`src/rtl/peak_readout_serializer_pkg.sv`:
```
// Shared constants, FSM encoding and helpers for the peak readout serializer.
package peak_readout_serializer_pkg;

   localparam int NP_DEF        = 10;
   localparam int PIXEL_NUM_DEF = 4;
   localparam logic [NP_DEF-1:0] NO_PEAK = {NP_DEF{1'b1}};

   typedef enum logic [0:0] {
      ST_IDLE = 1'b0,
      ST_SEND = 1'b1
   } state_t;

   function automatic logic [7:0] sat_inc8(input logic [7:0] v);
      if (v == 8'hFF) begin
         return v;
      end else begin
         return v + 8'd1;
      end
   endfunction

endpackage

```
`src/rtl/peak_readout_serializer_if.sv`:
```
// Valid/ready beat stream carrying one pixel peak result per transfer.
interface peak_readout_serializer_if #(
   parameter int NP   = 10,
   parameter int IDXW = 2
);
   logic            out_valid;
   logic            out_ready;
   logic [IDXW-1:0] out_pixel;
   logic [NP-1:0]   out_data;
   logic            out_hit;
   logic            out_last;

   modport master (output out_valid, out_pixel, out_data, out_hit, out_last, input out_ready);
   modport slave  (input out_valid, out_pixel, out_data, out_hit, out_last, output out_ready);
endinterface

```
`src/rtl/peak_readout_serializer_frame_buf.sv`:
```
// PIXEL_NUM x NP register bank: load from packed vector, copy from another bank, indexed read.
module peak_readout_serializer_frame_buf #(
   parameter int NP        = 10,
   parameter int PIXEL_NUM = 4,
   parameter int IDXW      = 2
) (
   input  logic                      clk,
   input  logic                      load,
   input  logic [NP*PIXEL_NUM-1:0]   load_vec,
   input  logic                      copy,
   input  logic [NP*PIXEL_NUM-1:0]   copy_vec,
   input  logic [IDXW-1:0]           rd_idx,
   output logic [NP-1:0]             rd_data,
   output logic [NP*PIXEL_NUM-1:0]   contents
);

   logic [NP-1:0] bank_r [PIXEL_NUM];

   // Contents are deliberately not reset; occupancy is tracked by the owner.
   always_ff @(posedge clk) begin
      for (int y = 0; y < PIXEL_NUM; y++) begin
         if (load) begin
            bank_r[y] <= load_vec[y*NP +: NP];
         end else if (copy) begin
            bank_r[y] <= copy_vec[y*NP +: NP];
         end else begin
            bank_r[y] <= bank_r[y];
         end
      end
   end

   // Indexed read and packed view for bank-to-bank copies.
   always_comb begin
      rd_data  = bank_r[rd_idx];
      contents = {(NP*PIXEL_NUM){1'b0}};
      for (int y = 0; y < PIXEL_NUM; y++) begin
         contents[y*NP +: NP] = bank_r[y];
      end
   end

endmodule

```
`src/rtl/peak_readout_serializer.sv`:
```
// Captures completed peak-result frames into a double buffer and streams them out one pixel per beat.
module peak_readout_serializer
   import peak_readout_serializer_pkg::*;
#(
   parameter int NP        = NP_DEF,
   parameter int PIXEL_NUM = PIXEL_NUM_DEF,
   parameter int IDXW      = $clog2(PIXEL_NUM)
) (
   input  logic                      clk,
   input  logic                      res,
   input  logic                      frame_valid,
   input  logic [NP*PIXEL_NUM-1:0]   result,
   peak_readout_serializer_if.master beat,
   output logic                      busy,
   output logic                      overrun,
   input  logic                      clr_overrun,
   output logic [7:0]                drop_cnt
);

   state_t          state_r, state_nxt_s;
   logic            pend_full_r, pend_full_nxt_s;
   logic [IDXW-1:0] rd_ptr_r, rd_ptr_nxt_s;
   logic            act_load_s, act_copy_s, pend_load_s, drop_s;
   logic            act_full_s, xfer_s, last_s, last_xfer_s;
   logic [NP-1:0]   act_data_s;
   logic [NP-1:0]   pend_rd_unused_s;
   logic [NP*PIXEL_NUM-1:0] pend_vec_s, act_vec_unused_s;

   assign act_full_s  = (state_r == ST_SEND);
   assign xfer_s      = act_full_s & beat.out_ready;
   assign last_s      = (rd_ptr_r == IDXW'(PIXEL_NUM-1));
   assign last_xfer_s = xfer_s & last_s;

   peak_readout_serializer_frame_buf #(.NP(NP), .PIXEL_NUM(PIXEL_NUM), .IDXW(IDXW)) u_act (
      .clk(clk), .load(act_load_s), .load_vec(result), .copy(act_copy_s), .copy_vec(pend_vec_s),
      .rd_idx(rd_ptr_r), .rd_data(act_data_s), .contents(act_vec_unused_s)
   );

   peak_readout_serializer_frame_buf #(.NP(NP), .PIXEL_NUM(PIXEL_NUM), .IDXW(IDXW)) u_pend (
      .clk(clk), .load(pend_load_s), .load_vec(result), .copy(1'b0),
      .copy_vec({(NP*PIXEL_NUM){1'b0}}), .rd_idx(rd_ptr_r), .rd_data(pend_rd_unused_s),
      .contents(pend_vec_s)
   );

   // Next-state, buffer steering and drop decision, all from the pre-edge state.
   always_comb begin
      state_nxt_s     = state_r;
      pend_full_nxt_s = pend_full_r;
      rd_ptr_nxt_s    = rd_ptr_r;
      act_load_s      = 1'b0;
      act_copy_s      = 1'b0;
      pend_load_s     = 1'b0;
      drop_s          = 1'b0;
      case (state_r)
         ST_IDLE: begin
            if (frame_valid) begin
               act_load_s   = 1'b1;
               rd_ptr_nxt_s = {IDXW{1'b0}};
               state_nxt_s  = ST_SEND;
            end else begin
               rd_ptr_nxt_s = {IDXW{1'b0}};
            end
         end
         ST_SEND: begin
            if (last_xfer_s) begin
               rd_ptr_nxt_s = {IDXW{1'b0}};
               if (pend_full_r) begin
                  // Pending frame becomes active with no bubble; a new frame refills pending.
                  act_copy_s      = 1'b1;
                  pend_load_s     = frame_valid;
                  pend_full_nxt_s = frame_valid;
               end else if (frame_valid) begin
                  act_load_s = 1'b1;
               end else begin
                  state_nxt_s = ST_IDLE;
               end
            end else begin
               if (xfer_s) begin
                  rd_ptr_nxt_s = rd_ptr_r + IDXW'(1);
               end else begin
                  rd_ptr_nxt_s = rd_ptr_r;
               end
               if (frame_valid && !pend_full_r) begin
                  pend_load_s     = 1'b1;
                  pend_full_nxt_s = 1'b1;
               end else if (frame_valid) begin
                  drop_s = 1'b1;
               end else begin
                  drop_s = 1'b0;
               end
            end
         end
         default: begin
            state_nxt_s = ST_IDLE;
         end
      endcase
   end

   // State, pointer, occupancy and drop bookkeeping.
   always_ff @(posedge clk) begin
      if (res) begin
         state_r     <= ST_IDLE;
         pend_full_r <= 1'b0;
         rd_ptr_r    <= {IDXW{1'b0}};
         busy        <= 1'b0;
         overrun     <= 1'b0;
         drop_cnt    <= 8'd0;
      end else begin
         state_r     <= state_nxt_s;
         pend_full_r <= pend_full_nxt_s;
         rd_ptr_r    <= rd_ptr_nxt_s;
         busy        <= (state_nxt_s == ST_SEND) | pend_full_nxt_s;
         if (drop_s) begin
            overrun  <= 1'b1;
            drop_cnt <= sat_inc8(drop_cnt);
         end else if (clr_overrun) begin
            overrun  <= 1'b0;
         end else begin
            overrun  <= overrun;
         end
      end
   end

   // Beat fields decode the registered active entry; idle outputs read as zero.
   always_comb begin
      beat.out_valid = act_full_s;
      if (act_full_s) begin
         beat.out_pixel = rd_ptr_r;
         beat.out_data  = act_data_s;
         beat.out_hit   = (act_data_s != {NP{1'b1}});
         beat.out_last  = last_s;
      end else begin
         beat.out_pixel = {IDXW{1'b0}};
         beat.out_data  = {NP{1'b0}};
         beat.out_hit   = 1'b0;
         beat.out_last  = 1'b0;
      end
   end

endmodule

```
`src/flat_wrapper.sv`:
```
// flat-port wrapper written by rule: the top's interface ports become plain ports
module peak_readout_serializer_flat import peak_readout_serializer_pkg::*;
#(
   parameter int NP        = NP_DEF,
   parameter int PIXEL_NUM = PIXEL_NUM_DEF,
   parameter int IDXW      = $clog2(PIXEL_NUM)
)
  (clk, res, frame_valid, result, busy, overrun, clr_overrun, drop_cnt, beat_out_valid, beat_out_pixel, beat_out_data, beat_out_hit, beat_out_last, beat_out_ready);
  peak_readout_serializer_if #(.NP(NP), .IDXW(IDXW)) beat_i ();
  input  logic clk;
  input  logic res;
  input  logic frame_valid;
  input  logic [NP*PIXEL_NUM-1:0] result;
  output logic busy;
  output logic overrun;
  input  logic clr_overrun;
  output logic [7:0] drop_cnt;
  output wire logic [$bits(beat_i.out_valid)-1:0] beat_out_valid;
  output wire logic [$bits(beat_i.out_pixel)-1:0] beat_out_pixel;
  output wire logic [$bits(beat_i.out_data)-1:0] beat_out_data;
  output wire logic [$bits(beat_i.out_hit)-1:0] beat_out_hit;
  output wire logic [$bits(beat_i.out_last)-1:0] beat_out_last;
  input wire logic [$bits(beat_i.out_ready)-1:0] beat_out_ready;
  assign beat_out_valid = beat_i.out_valid;
  assign beat_out_pixel = beat_i.out_pixel;
  assign beat_out_data = beat_i.out_data;
  assign beat_out_hit = beat_i.out_hit;
  assign beat_out_last = beat_i.out_last;
  assign beat_i.out_ready = beat_out_ready;
  peak_readout_serializer #(.NP(NP), .PIXEL_NUM(PIXEL_NUM), .IDXW(IDXW)) u_core (.clk(clk), .res(res), .frame_valid(frame_valid), .result(result), .beat(beat_i), .busy(busy), .overrun(overrun), .clr_overrun(clr_overrun), .drop_cnt(drop_cnt));
endmodule
```
`config.mk`:
```
export PLATFORM = sky130hd
export DESIGN_NAME = peak_readout_serializer_flat
export DESIGN_NICKNAME = d
export VERILOG_FILES = /design/src/rtl/peak_readout_serializer_pkg.sv /design/src/rtl/peak_readout_serializer_if.sv /design/src/rtl/peak_readout_serializer_frame_buf.sv /design/src/rtl/peak_readout_serializer.sv /design/src/flat_wrapper.sv
export SDC_FILE = /design/constraint.sdc
export NUM_CORES = 1
export LEC_CHECK = 0
export BUFFER_PORTS_ARGS = -buffer_cell sky130_fd_sc_hd__clkbuf_2
export CORE_MARGIN = 3
export CORE_UTILIZATION = 45
export DETAILED_ROUTE_END_ITERATION = 16
export PLACE_DENSITY = 0.64
export SKIP_LAST_GASP = 1
export SYNTH_ARGS = -nofsm -noshare
export SYNTH_HDL_FRONTEND = slang
export SYNTH_HIERARCHICAL = 1
export SYNTH_SLANG_ARGS = --single-unit
```
`constraint.sdc`:
```
create_clock -name clk -period 2.51 [get_ports clk]
set_input_delay 0.1255 -clock clk [delete_from_list [all_inputs] [get_ports clk]]
set_output_delay 0.1255 -clock clk [all_outputs]
set_load 0.01 [all_outputs]
```
==> results of run 1 <==
[stage by stage]
stage                     power [W]  setup WS [ns]  hold slack, ns  std cells  utilization (%)
after global routing        0.00350        0.00709          0.0628        534             55.5
after floorplan             0.00215          0.234           0.202        322                -
after CTS                   0.00340          0.236          0.0573        534             55.5
after detailed placement    0.00227          0.236           0.444        518             53.2
final                       0.00336          0.234          0.0727        534             55.5
after global placement      0.00226          0.354           0.446        518             53.2
[where the power goes]
group          total (W)  internal, W  switching, W
combinational   0.000376     0.000209      0.000167
sequential       0.00186      0.00182     0.0000372
clock            0.00112     0.000575      0.000546
[critical path: cells and delay by family (launching register included)]
kind	cells	cell delay, ns
AND/OR/NAND/NOR	3	0.83
flip-flops	1	0.35
multiplexers	1	0.35
AO/OA/AOI/OAI	1	0.24
adder cells (fa/ha/maj)	1	0.23
[layout make-up]
cell class / instances / area, µm²
clock inverters: 7 / 104
clock buffers: 9 / 124
repair buffers: 76 / 398
inverters: 4 / 15.0
well taps: 133 / 166
fillers: 812 / 4430
multi-input cells: 211 / 2030
flip-flops and latches: 94 / 2680
[registers in the layout, summed over array words and instances, names as in the netlist]
signal                 flops
u_core/u_pend/bank_r      40
u_core/busy                1
u_core/u_act/bank_r       40
u_core/pend_full_r         1
u_core/overrun             1
u_core/rd_ptr_r            2
u_core/beat.out_valid      1
u_core/drop_cnt            8
[routing by layer]
| layer | track usage, % | wire length (µm) | vias to the layer above |
|---|---|---|---|
| met2 | 24.8 | 4010 | 62 |
| met1 | 19.9 | 3910 | 1242 |
| li1 | - | - | 1269 |
| met3 | 4.30 | 437 | 9 |
| met5 | 0 | 0 | - |
| met4 | 5.32 | 124 | 0 |
[path summary, 6_finish.rpt]
| path | from | slack, ns | end | cells past startpoint |
|---|---|---|---|---|
| worst max-delay path | u_core/rd_ptr_r[1] | 0.23 | u_core/u_act/bank_r[0][9] | 6 |
| worst min-delay path | clr_overrun | 0.07 | u_core/overrun | 4 |
| worst max register to register | u_core/rd_ptr_r[1] | 0.23 | u_core/u_act/bank_r[0][9] | 6 |
| worst min register to register | u_core/drop_cnt[5] | 0.53 | u_core/drop_cnt[5] | 2 |
==> summary.md, run 1 <==
| Metric | Value |
|---|---|
| Top library cells by usage in the layout, fill and taps aside | 80 x sky130_fd_sc_hd__edfxtp_1, 69 x sky130_fd_sc_hd__clkbuf_2, 60 x sky130_fd_sc_hd__mux2_4 |
| Input/output buffers | 69 |
| Cell area after layout | 5520 µm² |
| Endpoint arrival time on the critical path | 2.38 ns |
| Share of final-layout standard cells stronger than drive strength 1 | 48.1% |
| Total number of vias | 2582 |
| Full die area | 11700 µm² |
| DPL Wire Length | 6.20 mm |
| Count of cells resized by post-cts repair | 0 |
| Total Wirelength | 8.48 mm |
| Average detailed-routed wire length per instance | 15.9 µm |
| Initial antenna violation count | 0 |
| Result of the run | finished, final reports clean |
| Worst hold path class | input port to flip-flop |
| Buffer depth of the longest clock path | 2 |
| Post-Synthesis Cell Area | 4690 µm² |
| Number of nets in the final layout | 443 |
| Site Rows | 36 |
| Leading cell type in the layout, fill and taps excluded | sky130_fd_sc_hd__edfxtp_1 |
| Sort of element at the end of the critical path | flip-flop |
| Cell Pwr Density | 608 nW/µm² |
| CTS H-tree lvls | 3 |
| Slowest cell on the critical path | sky130_fd_sc_hd__nand2b_4 |
| Synthesis warning total | 6 |
| Layout-stage area growth over the synthesis result | 17.8% |
| Setup repair after global routing missed its margin | false |
| Number of endpoints with negative hold slack in the final report | 0 |
| Clock transition at the registers of the reported paths | 0.09 ns |
| Worst-path fanout max | 30 |
| Max Clock Freq | 439 MHz |
| Placed inst area | 5300 µm² |
| Residual overflow from global routing | 0 |
| Core area | 9950 µm² |
| Vias in the first global route | 2637 |
| Root Buffer Master | sky130_fd_sc_hd__clkbuf_8 |
| Worst Path Class, Setup | flip-flop to flip-flop |
| Aggregate negative setup slack | 0 ns |
| CTS Hold Buffers Added | 0 |
| Largest voltage drop on the vdd net | 382 µV |
| IO Pins | 70 |
| Chip Width | 108 µm |
| First-pass iteration count of the detailed router | 4 |
| Maximum number of pins on one net before global-route repair | 41 |
| Number of design rule violations left after detail routing | 0 |
| Delay contributed by the slowest stage of the critical path | 0.52 ns |
| GR Util All Layers | 15.3% |
| Sinks on the clock net | 94 |
| Diode insertion count for antenna repair | 0 |
| Endpoint required time on the critical path | 2.61 ns |
| Fraction of the cycle the final worst path needs | 90.7% |
| Leakage component of the power | 2.34 nW |
| Overall die height | 108 µm |
| Detail-routed via count per cell | 4.84 |
| Number of instances in the synthesized netlist | 281 |
| Slew of the pin with the lowest slew margin | 0.930 ns |
| Min cycle time layout | 2.28 ns |
| Type of origin of the critical path | flip-flop |
| Initial cell density of the core | 47.1% |
| Rel. slew slack | 38.0% |
| Final Slew Violations | 0 |
| CTS tree | yes |
| Final weighted congestion of routability-driven global placement | 0.743 |
| Final setup violating endpoints | 0 |
| Clock Skews | 0.00871 ns |
| Global-route wire length before repair | 13.4 mm |
| Setup Fix Bufs, Post-CTS | 0 |
| Critical path cell sequence | ha_1, nand2_4, o21ai_0, and2_1, nand2b_4, mux2_4 |
| Clk_lat worst skew | 0.35 ns |
| Count of nets left with antenna violations after detail routing | 0 |
| Number of buffers inserted during clock tree synthesis | 9 |
| Max capacitance violation total | 0 |
| Average size of a mapped cell | 16.7 µm² |
| First DRT Iteration DRCs | 121 |
No activity file was read; power rests on OpenSTA's default activity.
==> run 2, diff against run 1 <==
- CORE_MARGIN: 3 -> 10
- CTS_BUF_LIST: default -> sky130_fd_sc_hd__clkbuf_4 sky130_fd_sc_hd__clkbuf_8 sky130_fd_sc_hd__clkbuf_16
- SLEW_MARGIN: default -> 30
==> run 2 against run 1 <==
- setup slack improved by 0.076 ns
- critical path depth did not move
- clock skew rose by 0.00062 ns
- via count fell by 0.85%
- first-iteration DRC count fell by 3.3%
- final cell count rose by 0.56%
- power fell by 1.6%
- die area rose by 28%
==> summary.md, run 2 (synthesis results as in run 1) <==
| Metric | Value |
|---|---|
| Buffer depth of the longest clock path | 2 |
| Final setup violating endpoints | 0 |
| Residual overflow from global routing | 0 |
| Worst-path fanout max | 30 |
| Grt met3 use | 4.35% |
| Total Power | 0.00330 W |
| Count of cells resized by post-cts repair | 0 |
| Setup repair after global routing missed its margin | false |
| Type of origin of the critical path | flip-flop |
| Number of endpoints with negative hold slack in the final report | 0 |
| Worst Path Class, Setup | flip-flop to flip-flop |
| Cell area after layout | 5530 µm² |
| Input/output buffers | 69 |
| Leakage component of the power | 2.35 nW |
| Leading cell type in the layout, fill and taps excluded | sky130_fd_sc_hd__edfxtp_1 |
| Final weighted congestion of routability-driven global placement | 0.773 |
| Placed inst area | 5300 µm² |
| Maximum number of pins on one net before global-route repair | 41 |
| Met1 Use GR | 14.4% |
| Chip Width | 122 µm |
| Site Rows | 37 |
| Total number of vias | 2560 |
| Endpoint arrival time on the critical path | 2.30 ns |
| First DRT Iteration DRCs | 117 |
| Clock Skews | 0.00933 ns |
| Detail-routed via count per cell | 4.77 |
| Initial antenna violation count | 0 |
| Fraction of the cycle the final worst path needs | 87.6% |
| Global-route wire length before repair | 14.2 mm |
| Slew of the pin with the lowest slew margin | 0.593 ns |
| CTS Hold Buffers Added | 0 |
| Final Slew Violations | 0 |
| Clk_lat worst skew | 0.35 ns |
| DPL Wire Length | 6.57 mm |
| Rel. slew slack | 60.4% |
| First-pass iteration count of the detailed router | 4 |
| Layout-stage area growth over the synthesis result | 17.9% |
| Core area | 10200 µm² |
| Cell Pwr Density | 597 nW/µm² |
| Setup Fix Bufs, Post-CTS | 0 |
| Max capacitance violation total | 0 |
| Count of nets left with antenna violations after detail routing | 0 |
| Total Wirelength | 8.99 mm |
| Result of the run | finished, final reports clean |
| Average detailed-routed wire length per instance | 16.7 µm |
| Root Buffer Master | sky130_fd_sc_hd__clkbuf_8 |
| Largest voltage drop on the vdd net | 230 µV |
| Full die area | 14900 µm² |
| Sinks on the clock net | 94 |
| Registers with the most flip-flops | u_core/u_act/bank_r x40, u_core/u_pend/bank_r x40, u_core/drop_cnt x8 |
| Min cycle time layout | 2.20 ns |
| Number of design rule violations left after detail routing | 0 |
| Max Clock Freq | 455 MHz |
| Number of standard cells in the layout, taps in and fillers out | 537 |
| Number of inserted filler cells in the final layout | 872 |
| CTS tree | yes |
| Share of final-layout standard cells stronger than drive strength 1 | 48.4% |
| Worst hold path class | input port to flip-flop |
| Number of nets in the final layout | 443 |
| Diode insertion count for antenna repair | 0 |
| Met2 routing resource usage after global routing | 21.0% |
| Endpoint required time on the critical path | 2.61 ns |
| Aggregate negative setup slack | 0 ns |
| Top library cells by usage in the layout, fill and taps aside | 80 x sky130_fd_sc_hd__edfxtp_1, 69 x sky130_fd_sc_hd__clkbuf_2, 60 x sky130_fd_sc_hd__mux2_4 |
| Clock transition at the registers of the reported paths | 0.09 ns |
| GR Util All Layers | 12.4% |
| Post-placement cell count | 521 |
| CTS H-tree lvls | 3 |
| Most congested layer reported by global routing | met2 |
| IO Pins | 70 |
| Sort of element at the end of the critical path | flip-flop |
| Vias in the first global route | 2760 |
| Number of buffers inserted during clock tree synthesis | 9 |
| Initial cell density of the core | 45.8% |
| Overall die height | 122 µm |
## run 2: cell types whose count changed in the layout (fill, tap and decap cells not counted), sizes merged
| cell | change |
|---|---|
| bufinv | -2 |
| clkinv | +1 |
| clkbuf | +4 |
| clkinvlp | -2 |
| inv | -1 |
## run 2: area by class of cell
class / instances / area (µm²) / area share, %
clock buffers: 13 / 206 / 3.73
clock inverters: 3 / 17.5 / 0.317
inverters: 4 / 15.0 / 0.271
multi-input cells: 211 / 2040 / 36.9
flip-flops and latches: 94 / 2680 / 48.5
well taps: 136 / 170 / 3.08
repair buffers: 76 / 398 / 7.19
## run 2: path summary, 6_finish.rpt
kind	from	endpoint	slack, ns	cells past startpoint
hold / removal	clr_overrun	u_core/overrun	0.07	4
setup / recovery	u_core/rd_ptr_r[0]	u_core/u_act/bank_r[0][2]	0.31	6
hold reg to reg	u_core/drop_cnt[5]	u_core/drop_cnt[5]	0.53	2
setup reg to reg	u_core/rd_ptr_r[0]	u_core/u_act/bank_r[0][2]	0.31	6
## run 2: worst max-delay path: stages, from the launching register on
cell                       delay (ns)
sky130_fd_sc_hd__dfxtp_1         0.35
sky130_fd_sc_hd__ha_1            0.23
sky130_fd_sc_hd__nand2_4         0.11
sky130_fd_sc_hd__o21ai_0         0.22
sky130_fd_sc_hd__and2_1          0.18
sky130_fd_sc_hd__nand2b_4        0.50
sky130_fd_sc_hd__mux2_4          0.35
## run 2: power breakdown
group	leakage, nW	switching [W]	internal (W)	total, W
Combinational	1.34	0.000170	0.000210	0.000379
Clock	0.119	0.000514	0.000553	0.00107
Sequential	0.891	0.0000346	0.00182	0.00186
## run 2: stage by stage
stage               hold slack [ns]  util [%]  setup WS [ns]
floorplan                     0.202         -          0.234
CTS                          0.0465      54.0          0.303
global route                 0.0627      54.1          0.156
global placement              0.439      51.8          0.367
finish                       0.0665      54.1          0.310
detailed placement            0.442      51.8          0.317
## run 2: layer usage
layer	part of all wire (%)	wire, µm
met1	42	3820
met3	6.0	538
met2	51	4550
met5	0	0
met4	0.87	78
==> run 3, diff against run 2 <==
- CAP_MARGIN: default -> 25
- clock period: 2.51 -> 2.1 ns (I/O delays scaled with it)
==> run 3 against run 2 <==
- wire length grew 3.2%
- via count grew 2.8%
- clock skew grew 0.00063 ns
- final area grew 2.0%
- largest cell class unchanged
==> summary.md, run 3 (synthesis results as in run 1) <==
| Metric | Value |
|---|---|
| Result of the run | finished, final reports clean |
| Detail-routed via count per cell | 4.86 |
| Initial antenna violation count | 0 |
| Met1 Use GR | 15.1% |
| Overall die height | 122 µm |
| Sinks on the clock net | 94 |
| DPL Wire Length | 6.82 mm |
| Top Family by Delay on Critical Path | multiplexers |
| Grt met3 use | 4.07% |
| Endpoint required time on the critical path | 2.00 ns |
| Clock transition at the registers of the reported paths | 0.09 ns |
| Placement Setup Slack | 0.119 ns |
| Largest voltage drop on the vdd net | 294 µV |
| Max Clock Freq | 495 MHz |
| Endpoint arrival time on the critical path | 1.91 ns |
| Buffer depth of the longest clock path | 2 |
| Final setup violating endpoints | 0 |
| Setup repair after global routing missed its margin | false |
| CTS tree | yes |
| Number of buffers inserted during clock tree synthesis | 9 |
| Core area | 10200 µm² |
| Final standard cell utilization of the core | 55.2% |
| Count of nets left with antenna violations after detail routing | 0 |
| Number of design rule violations left after detail routing | 0 |
| Diode insertion count for antenna repair | 0 |
| Full die area | 14900 µm² |
| Most congested layer reported by global routing | met2 |
| Worst Path Class, Setup | flip-flop to output pin |
| Crit path setup slack, layout | 0.0807 ns |
| Top library cells by usage in the layout, fill and taps aside | 80 x sky130_fd_sc_hd__edfxtp_1, 69 x sky130_fd_sc_hd__clkbuf_2, 60 x sky130_fd_sc_hd__mux2_4 |
| Cell Pwr Density | 712 nW/µm² |
| Number of nets in the final layout | 448 |
| Final weighted congestion of routability-driven global placement | 0.845 |
| Chip Width | 122 µm |
| Min cycle time layout | 2.02 ns |
| Residual overflow from global routing | 0 |
| Type of origin of the critical path | flip-flop |
| Delay contributed by the slowest stage of the critical path | 0.51 ns |
| Rel. slew slack | 57.8% |
| First-pass iteration count of the detailed router | 4 |
| Sort of element at the end of the critical path | output pin |
| Cell area after layout | 5640 µm² |
| Input/output buffers | 69 |
| Clk_lat worst skew | 0.37 ns |
| Worst hold path class | input port to flip-flop |
| CTS Hold Buffers Added | 0 |
| CTS H-tree lvls | 3 |
| First DRT Iteration DRCs | 191 |
| Worst Hold Margin | 0.0389 ns |
| Critical path cell sequence | buf_12, mux4_2, nand4_1, nor3_1, nor2_1, clkbuf_2 |
| Average detailed-routed wire length per instance | 17.1 µm |
| Share of final-layout standard cells stronger than drive strength 1 | 49.0% |
| Number of endpoints with negative hold slack in the final report | 0 |
| Worst-path fanout max | 13 |
| Total number of vias | 2632 |
| Total Wirelength | 9.27 mm |
| Clock Skews | 0.00995 ns |
| Layout-stage area growth over the synthesis result | 20.3% |
| Met2 routing resource usage after global routing | 21.8% |
| Max capacitance violation total | 0 |
| Aggregate negative setup slack | 0 ns |
| Leading cell type in the layout, fill and taps excluded | sky130_fd_sc_hd__edfxtp_1 |
| Maximum number of pins on one net before global-route repair | 31 |
| IO Pins | 70 |
| Number of buffers and inverters on the critical path | 2 |
| Vias in the first global route | 2840 |
| Final Slew Violations | 0 |
| Root Buffer Master | sky130_fd_sc_hd__clkbuf_8 |
| Leakage component of the power | 2.40 nW |
| Slowest cell on the critical path | sky130_fd_sc_hd__mux4_2 |
| Initial cell density of the core | 45.8% |
| GR Util All Layers | 13.0% |
| Fraction of the cycle the final worst path needs | 96.2% |
| Placed inst area | 5410 µm² |
| Site Rows | 37 |
| Slew of the pin with the lowest slew margin | 0.633 ns |
| Global-route wire length before repair | 14.9 mm |
| Registers with the most flip-flops | u_core/u_act/bank_r x40, u_core/u_pend/bank_r x40, u_core/drop_cnt x8 |
run 3: layout make-up:
type / count / area, µm²
fillers: 844 / 4590
flip-flops and latches: 94 / 2680
multi-input cells: 211 / 2040
repair buffers: 81 / 510
clock buffers: 14 / 185
well taps: 136 / 170
clock inverters: 2 / 36.3
inverters: 4 / 15.0
run 3: timing repair:
| item | in CTS | in global routing |
|---|---|---|
| setup buffers | 0 | 0 |
| setup endpoints to repair | 1 | 35 |
| gates resized for setup | 1 | 3 |
run 3: path summary, 6_finish.rpt:
kind,startpoint,to,slack (ns),depth (start not counted)
worst max-delay path,u_core/rd_ptr_r[0],beat_out_hit,0.08,6
worst min-delay path,clr_overrun,u_core/overrun,0.04,4
worst max register to register,u_core/rd_ptr_r[0],u_core/u_act/bank_r[3][7],0.10,7
worst min register to register,u_core/drop_cnt[5],u_core/drop_cnt[5],0.55,2
run 3: metrics by stage:
stage               total power, W  instances
global route               0.00418        542
global placement           0.00272        526
CTS                        0.00405        542
floorplan                  0.00257        322
finish                     0.00402        542
detailed placement         0.00274        526
run 3: layer usage:
| metal | share of wire (%) | wire length (µm) |
|---|---|---|
| met1 | 41 | 3830 |
| met2 | 50 | 4610 |
| met3 | 7.0 | 651 |
| met4 | 2.0 | 182 |
| met5 | 0 | 0 |
run 3: power breakdown:
| group | switching (W) | internal [W] |
|---|---|---|
| clock network | 0.000619 | 0.000698 |
| registers | 0.0000450 | 0.00218 |
| logic | 0.000209 | 0.000273 |
| total | 0.000872 | 0.00315 |
run 3: worst min-delay path, cell delays in order:
cell	delay, ns
sky130_fd_sc_hd__clkbuf_2	0.07
sky130_fd_sc_hd__nor2b_1	0.04
sky130_fd_sc_hd__a21oi_1	0.10
sky130_fd_sc_hd__nor2_1	0.04
